===== src/rtl/store_buffer_pkg.sv =====
// Shared definitions for the store buffer: size encodings
// and byte-mask / alignment helpers.
package store_buffer_pkg;

  localparam int MASK_W = 8;

  localparam logic [1:0] SZ_B = 2'd0;
  localparam logic [1:0] SZ_H = 2'd1;
  localparam logic [1:0] SZ_W = 2'd2;
  localparam logic [1:0] SZ_D = 2'd3;

  function automatic logic [MASK_W-1:0] size_to_mask(
    input logic [1:0] size
  );
    case (size)
      SZ_B:    return 8'h01;
      SZ_H:    return 8'h03;
      SZ_W:    return 8'h0f;
      default: return 8'hff;
    endcase
  endfunction

  function automatic logic is_misaligned(
    input logic [1:0] size,
    input logic [2:0] addr_lo
  );
    case (size)
      SZ_H:    return addr_lo[0];
      SZ_W:    return |addr_lo[1:0];
      SZ_D:    return |addr_lo;
      default: return 1'b0;
    endcase
  endfunction

endpackage


===== src/rtl/store_lane_align.sv =====
// Places right-aligned store data into its byte lanes of
// an 8-byte beat and flags misaligned accesses.
module store_lane_align
  import store_buffer_pkg::*;
(
  input  logic [2:0]        addr_lo,
  input  logic [1:0]        size,
  input  logic [63:0]       data,
  output logic [63:0]       lane_data,
  output logic [MASK_W-1:0] lane_mask,
  output logic              misaligned
);

  logic [MASK_W-1:0] base;
  logic [63:0]       keep;

  always_comb begin
    base = size_to_mask(size);
    keep = '0;
    for (int i = 0; i < MASK_W; i++) begin
      keep[8*i +: 8] = {8{base[i]}};
    end
    lane_mask  = base << addr_lo;
    lane_data  = (data & keep) << {addr_lo, 3'b000};
    misaligned = is_misaligned(size, addr_lo);
  end

endmodule


===== src/rtl/store_buffer.sv =====
// Store queue between execute and memory: aligns stores into
// beats, drains them in order, flags overlapping loads.
module store_buffer
  import store_buffer_pkg::*;
#(
  parameter int DEPTH = 4,
  parameter int AW    = 64,
  parameter int DW    = 64
) (
  input  logic                     clk,
  input  logic                     rst_n,
  input  logic                     st_valid,
  output logic                     st_ready,
  input  logic [AW-1:0]            st_addr,
  input  logic [DW-1:0]            st_data,
  input  logic [1:0]               st_size,
  output logic                     mem_wvalid,
  input  logic                     mem_wready,
  output logic [AW-1:0]            mem_waddr,
  output logic [DW-1:0]            mem_wdata,
  output logic [DW/8-1:0]          mem_wmask,
  input  logic                     ld_valid,
  input  logic [AW-1:0]            ld_addr,
  output logic                     ld_hazard,
  output logic                     misalign_err,
  output logic                     empty,
  output logic [$clog2(DEPTH):0]   count
);

  localparam int PW = $clog2(DEPTH);
  localparam int CW = PW + 1;

  logic [AW-4:0]   ent_addr [DEPTH];
  logic [DW-1:0]   ent_data [DEPTH];
  logic [DW/8-1:0] ent_mask [DEPTH];
  logic [DEPTH-1:0] ent_vld;

  logic [PW-1:0] rd_ptr, wr_ptr;
  logic [CW-1:0] count_nxt;

  logic [DW-1:0]   lane_data;
  logic [DW/8-1:0] lane_mask;
  logic            misaligned;
  logic            st_fire, enq, deq, hit;

  store_lane_align u_align (
    .addr_lo    (st_addr[2:0]),
    .size       (st_size),
    .data       (st_data),
    .lane_data  (lane_data),
    .lane_mask  (lane_mask),
    .misaligned (misaligned)
  );

  assign st_ready  = (count != CW'(DEPTH));
  assign st_fire   = st_valid && st_ready;
  assign enq       = st_fire && !misaligned;
  assign deq       = mem_wvalid && mem_wready;
  assign count_nxt = count + CW'(enq) - CW'(deq);

  always_ff @(posedge clk or negedge rst_n) begin
    if (!rst_n) begin
      rd_ptr       <= '0;
      wr_ptr       <= '0;
      count        <= '0;
      empty        <= 1'b1;
      ent_vld      <= '0;
      misalign_err <= 1'b0;
    end else begin
      misalign_err <= st_fire && misaligned;
      count        <= count_nxt;
      empty        <= (count_nxt == '0);
      if (deq) begin
        rd_ptr          <= rd_ptr + 1'b1;
        ent_vld[rd_ptr] <= 1'b0;
      end
      if (enq) begin
        wr_ptr          <= wr_ptr + 1'b1;
        ent_vld[wr_ptr] <= 1'b1;
      end
    end
  end

  // Payload needs no reset: it is only visible behind ent_vld/empty.
  always_ff @(posedge clk) begin
    if (enq) begin
      ent_addr[wr_ptr] <= st_addr[AW-1:3];
      ent_data[wr_ptr] <= lane_data;
      ent_mask[wr_ptr] <= lane_mask;
    end
  end

  assign mem_wvalid = !empty;

  always_comb begin
    mem_waddr = '0;
    mem_wdata = '0;
    mem_wmask = '0;
    if (mem_wvalid) begin
      mem_waddr = {ent_addr[rd_ptr], 3'b000};
      mem_wdata = ent_data[rd_ptr];
      mem_wmask = ent_mask[rd_ptr];
    end
  end

  always_comb begin
    hit = 1'b0;
    for (int i = 0; i < DEPTH; i++) begin
      if (ent_vld[i] && ent_addr[i] == ld_addr[AW-1:3]) begin
        hit = 1'b1;
      end
    end
    ld_hazard = ld_valid && hit;
  end

  logic unused_lo;
  assign unused_lo = ^ld_addr[2:0];

endmodule


===== config.mk =====
export PLATFORM = sky130hd
export DESIGN_NAME = store_buffer
export DESIGN_NICKNAME = d
export VERILOG_FILES = /design/src/rtl/store_buffer_pkg.sv /design/src/rtl/store_lane_align.sv /design/src/rtl/store_buffer.sv
export SDC_FILE = /design/constraint.sdc
export NUM_CORES = 1
export LEC_CHECK = 0
export ABC_CLOCK_PERIOD_IN_PS = 7280
export BUFFER_PORTS_ARGS = -buffer_cell sky130_fd_sc_hd__buf_2
export CAP_MARGIN = 20
export CORE_MARGIN = 1
export CORE_UTILIZATION = 62
export DETAILED_ROUTE_END_ITERATION = 12
export HOLD_SLACK_MARGIN = 0.06
export PLACE_DENSITY = 0.89
export SYNTH_ARGS = -nofsm -noshare
export SYNTH_HDL_FRONTEND = slang
export SYNTH_SLANG_ARGS = --single-unit
export TNS_END_PERCENT = 1

===== constraint.sdc =====
create_clock -name clk -period 7.28 [get_ports clk]
set_input_delay 0.364 -clock clk [delete_from_list [all_inputs] [get_ports clk]]
set_output_delay 0.364 -clock clk [all_outputs]
set_load 0.005 [all_outputs]

==> results of run 1 <==
critical path: cells and delay by family, from the launching register on:
family	cells	cell delay (ns)
compound gates	1	0.27
xor+xnor	1	0.55
flops	1	0.40
buf+inv	1	0.14
simple gates	4	1.77
layout make-up:
type | instances | area (sq um) | share of cell area, %
Multi-Input combinational cell | 911 | 8450 | 28.4
Sequential cell | 545 | 16300 | 54.8
Timing Repair Buffer | 415 | 2460 | 8.25
Tap cell | 525 | 657 | 2.21
Antenna cell | 14 | 35.0 | 0.118
Clock buffer | 65 | 1390 | 4.68
Inverter | 52 | 196 | 0.659
Clock inverter | 30 | 288 | 0.966
through the flow:
stage | setup WS, ns | hold slack (ns)
after detailed placement | 3.16 | 0.269
after CTS | 3.31 | 0.166
after global placement | 3.18 | 0.263
after floorplan | 2.18 | 0.0684
after global routing | 3.26 | 0.218
final | 3.18 | 0.194
final timing paths:
path / cells after the start / endpoint / startpoint
worst max-delay path: 7 / ld_hazard / ent_addr[1][40]
worst min-delay path: 2 / ent_data[0][4] / st_data[4]
worst max register to register: 5 / rd_ptr[1] / rd_ptr[1]
min in group asynchronous: 2 / ent_vld[0] / rst_n
max in group asynchronous: 2 / empty / rst_n
worst min register to register: 1 / ent_vld[1] / ent_vld[1]
routing by layer:
layer,vias to the layer above,global-route usage [%],part of all wire (%)
met5,-,0,0.075
met4,10,17.0,4.7
met3,209,8.21,12
met2,1350,59.3,48
met1,8492,49.1,35
li1,6958,-,-
registers in the layout (all words and copies together), names as in the netlist:
| signal | count |
|---|---|
| ent_data | 256 |
| ent_addr | 244 |
| ent_mask | 32 |
| ent_vld | 4 |
| count | 3 |
| rd_ptr | 2 |
| wr_ptr | 2 |
| empty | 1 |
| misalign_err | 1 |
power breakdown:
group | internal, mW | leakage (nW) | switching, mW
clock network | 1.53 | 0.813 | 1.17
logic | 1.46 | 4.80 | 1.56
registers | 3.80 | 5.03 | 0.264
synthesized netlist by cell type, types with 2 or more instances:
cell type	n	area share, %
a211oi_1	3	0.089
a21o_1	5	0.15
a21oi_1	53	1.0
a221oi_1	20	0.69
a222oi_1	2	0.079
a22o_1	3	0.10
a22oi_1	15	0.44
a2bb2oi_1	2	0.069
a32oi_1	8	0.28
and2_1	145	3.6
and3_1	3	0.074
buf_1	10	0.15
buf_2	20	0.39
buf_4	3	0.089
clkbuf_1	67	0.99
dfrtp_1	12	1.2
edfxtp_1	532	63
ha_1	10	0.49
inv_1	52	0.77
mux2_2	23	1.0
mux2i_1	16	0.63
mux4_2	133	12
nand2_1	38	0.56
nand2b_1	6	0.15
nand3_1	10	0.20
nand4_1	24	0.59
nor2_1	51	0.76
nor2b_1	18	0.44
nor3_1	13	0.26
nor4_1	46	1.1
o2111ai_1	2	0.069
o21a_1	2	0.059
o21ai_0	7	0.14
o221ai_1	4	0.14
o22ai_1	33	0.81
o2bb2ai_1	4	0.14
xnor2_1	51	1.8
xor2_1	146	5.0
cells by family (layout without fill, tap and decap cells):
kind of cell | after synthesis | after routing | synth area share [%]
buffers and inverters | 153 | 562 | 2.44
flip-flops | 545 | 545 | 64.3
other | 1 | 17 | 0.0148
AO/OA/AOI/OAI | 168 | 168 | 4.48
AND/OR/NAND/NOR | 360 | 360 | 7.93
multiplexers | 172 | 172 | 13.5
XOR/XNOR | 197 | 197 | 6.81
adder cells (fa/ha/maj) | 11 | 11 | 0.572
==> run_results.csv, run 1 <==
group,metric,value,unit
finish,layout-drive-gt1-share,29.2,%
critical_path,worst-setup-path-type,"reg2out",
timing,setup_viol,0,
finish,final_area,29800,sq um
detailed_routing,vias,17019,
critical_path,ff2ff_setup_slack,4.27,ns
detailed_routing,finalWirelength,76500,um
floorplanning,dieHeight,204,um
finish,layout_commonest_cell,"edfxtp_1",
global_route,grt_pass1_wl,110000,um
timing,fin_tns_setup,0,ns
floorplanning,die_area,41700,sq um
cts,post_cts_buffers,0,
critical_path,cp-end-kind,"primary output",
logic_synthesis,async_reset_ff_share,2.39,%
critical_path,worst-path-max-fanout,2,
global_route,grt_max_degree,135,
floorplanning,die_w,204,um
timing,hold_viol_final,0,
detailed_routing,via_per_inst,6.66,
floorplanning,rows,73,
critical_path,slowest_stage,"nor4_1",
detailed_routing,ant_nets,0,
global_route,gr-total-overflow,0,
finish,instances_no_fill,2557,
cts,cts_tree,"yes",
logic_synthesis,yosysUniqueCellTypes,53,
power_and_ir_drop,power.density,329,nW/um^2
logic_synthesis,yosysWarnings,0,
placed_design,place_area,27400,sq um
placed_design,io_buffers,336,
placed_design,placedCellCount,2384,
critical_path,startpoint_type,"flip-flop",
cts,path_clk_slew,0.06,ns
detailed_routing,drt_pre_antenna_iters,7,
timing,maxSlewViolCount,0,
logic_synthesis,syn-instance-count,1607,
global_route,antenna_found_initial,10,
status,status,"completed",
power_and_ir_drop,p_leak,10.6,nW
timing,fmax,244,MHz
critical_path,max_stage_delay,0.74,ns
global_route,grt_pass1_vias,17031,
floorplanning,ios,343,
cts,htreeDepth,2,
cts,hold_buffers,63,
cts,cts_root_buffer,"clkbuf_16",
cts,clock_latency,0.62,ns
critical_path,path_cells,"xnor2_1 -> nand4_1 -> nor4_1 -> nand4_1 -> nor4_1 -> o41a_1 -> buf_2",
logic_synthesis,avgSynthCellArea,15.8,sq um
logic_synthesis,synth_edf_count,532,
critical_path,cp.required,6.92,ns
job,max_cap_violations,0,
floorplanning,coreArea,40000,sq um
cts,cts.repair.resized,0,
min_path,hp-class,"in2reg",
logic_synthesis,synth-main-ff-cell,"edfxtp_1",
logic_synthesis,ys_ff_latch,545,
cts,numCtsBuffers,53,
power_and_ir_drop,ir_worst_vdd,0.256,mV
finish,layout_common_cells,"edfxtp_1, buf_2, xor2_1",
timing,finClkSkew,0.0296,ns
detailed_routing,drc_errors,0,
timing,worst_pin_slew,1.11,ns
finish,final_util,74.5,%
floorplanning,start_util,63.4,%
detailed_routing,wire_per_inst,29.9,um
critical_path,arrival,3.74,ns
detailed_routing,initialDrtViolationCount,2322,
timing,fin_crit_sh,56.4,%
timing,finalCriticalPeriod,4.10,ns
timing,rsz0062_at_grt,"false",
global_route,grtUsageTotal,37.1,%
logic_synthesis,netlist_area,25400,sq um
placed_design,place_congestion,0.979,
placed_design,dp_hpwl,51600,um
cts,cts_max_path_buffers,3,
finish,area_delta_synth_final,17.5,%
timing,relSlewSlack,25.7,%
logic_synthesis,ys_seq_area_share,64.3,%
finish,layout.nets,2188,
power_and_ir_drop,power,9.79,mW
finish,fill_cells,2259,
cts,cts_sinks,545,
Power figures use the tool's default switching activity.
==> run 2, diff against run 1 <==
ABC_CLOCK_PERIOD_IN_PS = 3430   (was 7280)
CORE_UTILIZATION = 52   (was 62)
PLACE_DENSITY = 0.8   (was 0.89)
clock period = 3.43 ns   (was 7.28 ns; I/O delays follow)
==> run 2 against run 1 <==
  * Combinational power increased by 120%
  * Hold slack got worse by 0.092 ns
  * Sequential cell count stayed put
  * Final cell count grew 4.3%
  * Clock power up 110%
  * Routed wire length decreased by 2.4%
  * Count of clock-buffer cells in the layout increased by 2
  * Critical path depth up 1
  * Total power grew 110%
  * Sequential share of layout area fell by 0.98 points
  * Largest cell class unchanged
==> run_results.csv, run 2 (synthesis results as in run 1) <==
group,metric,value,unit
min_path,hp-class,"in2reg",
critical_path,cp.required,3.26,ns
floorplanning,coreArea,47900,sq um
cts,numCtsBuffers,54,
timing,finClkSkew,0.0255,ns
global_route,grt_pass1_vias,16593,
detailed_routing,wire_per_inst,28.0,um
timing,setup_viol,0,
critical_path,ff2ff_setup_slack,1.02,ns
floorplanning,die_w,223,um
timing,relSlewSlack,36.7,%
critical_path,max_stage_delay,0.47,ns
critical_path,startpoint_type,"flip-flop",
status,status,"completed",
power_and_ir_drop,power.density,687,nW/um^2
finish,largest_reg_flops,256,
critical_path,arrival,3.06,ns
cts,htreeDepth,2,
cts,cts_tree,"yes",
power_and_ir_drop,p_leak,10.8,nW
critical_path,reg2reg_depth,9,
critical_path,slowest_stage,"xnor2_1",
timing,worst_pin_slew,0.941,ns
global_route,gr-total-overflow,0,
timing,rsz0062_at_grt,"false",
finish,layout-drive-gt1-share,29.8,%
global_route,grt_pass1_wl,109000,um
floorplanning,dieHeight,223,um
detailed_routing,vias,16583,
cts,clock_latency,0.61,ns
finish,largest_registers,"ent_data (256), ent_addr (244), ent_mask (32)",
detailed_routing,via_per_inst,6.22,
job,max_cap_violations,0,
floorplanning,start_util,52.9,%
global_route,antenna_found_initial,7,
global_route,grt_max_degree,90,
finish,layout_common_cells,"edfxtp_1, buf_2, xor2_1",
timing,fmax,309,MHz
finish,fill_cells,3360,
timing,setup_ws,0.196,ns
critical_path,worst-setup-path-type,"reg2out",
cts,cts.repair.resized,0,
min_path,timing.hold.worst_path_depth,3,
finish,layout.nets,2218,
critical_path,path_cells,"xnor2_1 -> nand4_1 -> nor4_1 -> buf_4 -> nand4_1 -> nor4_1 -> o41a_1 -> buf_2",
finish,regMostFlops,"ent_data",
timing,hold_viol_final,0,
timing,holdWs,0.102,ns
finish,area_delta_synth_final,19.6,%
global_route,grtUsageTotal,30.3,%
placed_design,place_congestion,0.998,
placed_design,place_ws,0.754,ns
cts,cts_root_buffer,"clkbuf_16",
finish,layout_commonest_cell,"edfxtp_1",
detailed_routing,finalWirelength,74700,um
cts,cts_sinks,545,
cts,path_clk_slew,0.06,ns
timing,finalCriticalPeriod,3.23,ns
floorplanning,ios,343,
critical_path,cp-end-kind,"primary output",
power_and_ir_drop,ir_worst_vdd,0.500,mV
timing,maxSlewViolCount,0,
detailed_routing,drc_errors,0,
detailed_routing,drt_pre_antenna_iters,6,
critical_path,worst-path-max-fanout,2,
detailed_routing,ant_nets,0,
detailed_routing,initialDrtViolationCount,2177,
placed_design,io_buffers,336,
floorplanning,die_area,49600,sq um
cts,cts_max_path_buffers,3,
timing,fin_crit_sh,94.3,%
placed_design,dp_hpwl,53400,um
floorplanning,rows,80,
power_and_ir_drop,power,20.8,mW
## run 2: layer usage
metal	up-vias	part of all wire (%)	track usage, %	routed length (um)
met5	-	0.066	0	49
met4	8	3.9	10.8	2930
met3	174	10	6.43	7460
met2	1064	49	49.9	36300
met1	8314	37	40.0	27900
li1	7023	-	-	-
## run 2: where the power goes
part / total, mW / switching (mW) / leakage (nW) / internal (mW)
clock network: 5.76 / 2.48 / 0.828 / 3.27
registers: 8.47 / 0.419 / 5.03 / 8.05
logic: 6.60 / 3.37 / 4.99 / 3.24
## run 2: path summary, 6_finish.rpt
kind,start,to
setup / recovery,ent_addr[1][12],ld_hazard
setup reg to reg,empty,empty
hold / removal,st_data[14],ent_data[1][14]
hold reg to reg,ent_vld[2],ent_vld[2]
max in group asynchronous,rst_n,rd_ptr[0]
min in group asynchronous,rst_n,empty
## run 2: layout make-up
| cell class | instances | area, sq um | share of cell area, % |
|---|---|---|---|
| timing repair buffer | 444 | 2900 | 9.57 |
| inverter | 52 | 196 | 0.648 |
| multi-input combinational | 911 | 8450 | 27.9 |
| antenna | 3 | 7.51 | 0.0248 |
| clock inverter | 30 | 295 | 0.974 |
| tap | 615 | 769 | 2.54 |
| sequential | 545 | 16300 | 53.8 |
| clock buffer | 67 | 1400 | 4.62 |
## run 2: stage by stage
step	std cells	setup TNS [ns]	util, %	cell area, sq um
finish	2667	0	63.3	30300
global route	2665	0	63.3	30300
CTS	2664	0	63.2	30300
detailed placement	2493	0	58.2	27900
global placement	2493	0	58.2	27900
floorplan	1609	-593.22	-	25400
## run 2: critical path: cells and delay by family (launching register included)
kind            cells  cell delay, ns
simple gates        4            1.04
xor+xnor            1            0.47
flops               1            0.40
buf+inv             2            0.30
compound gates      1            0.25
## run 2: what timing repair did
item,CTS,global route
hold buffers,74,0
endpoints found under the hold margin,290,0
setup buffers,0,0
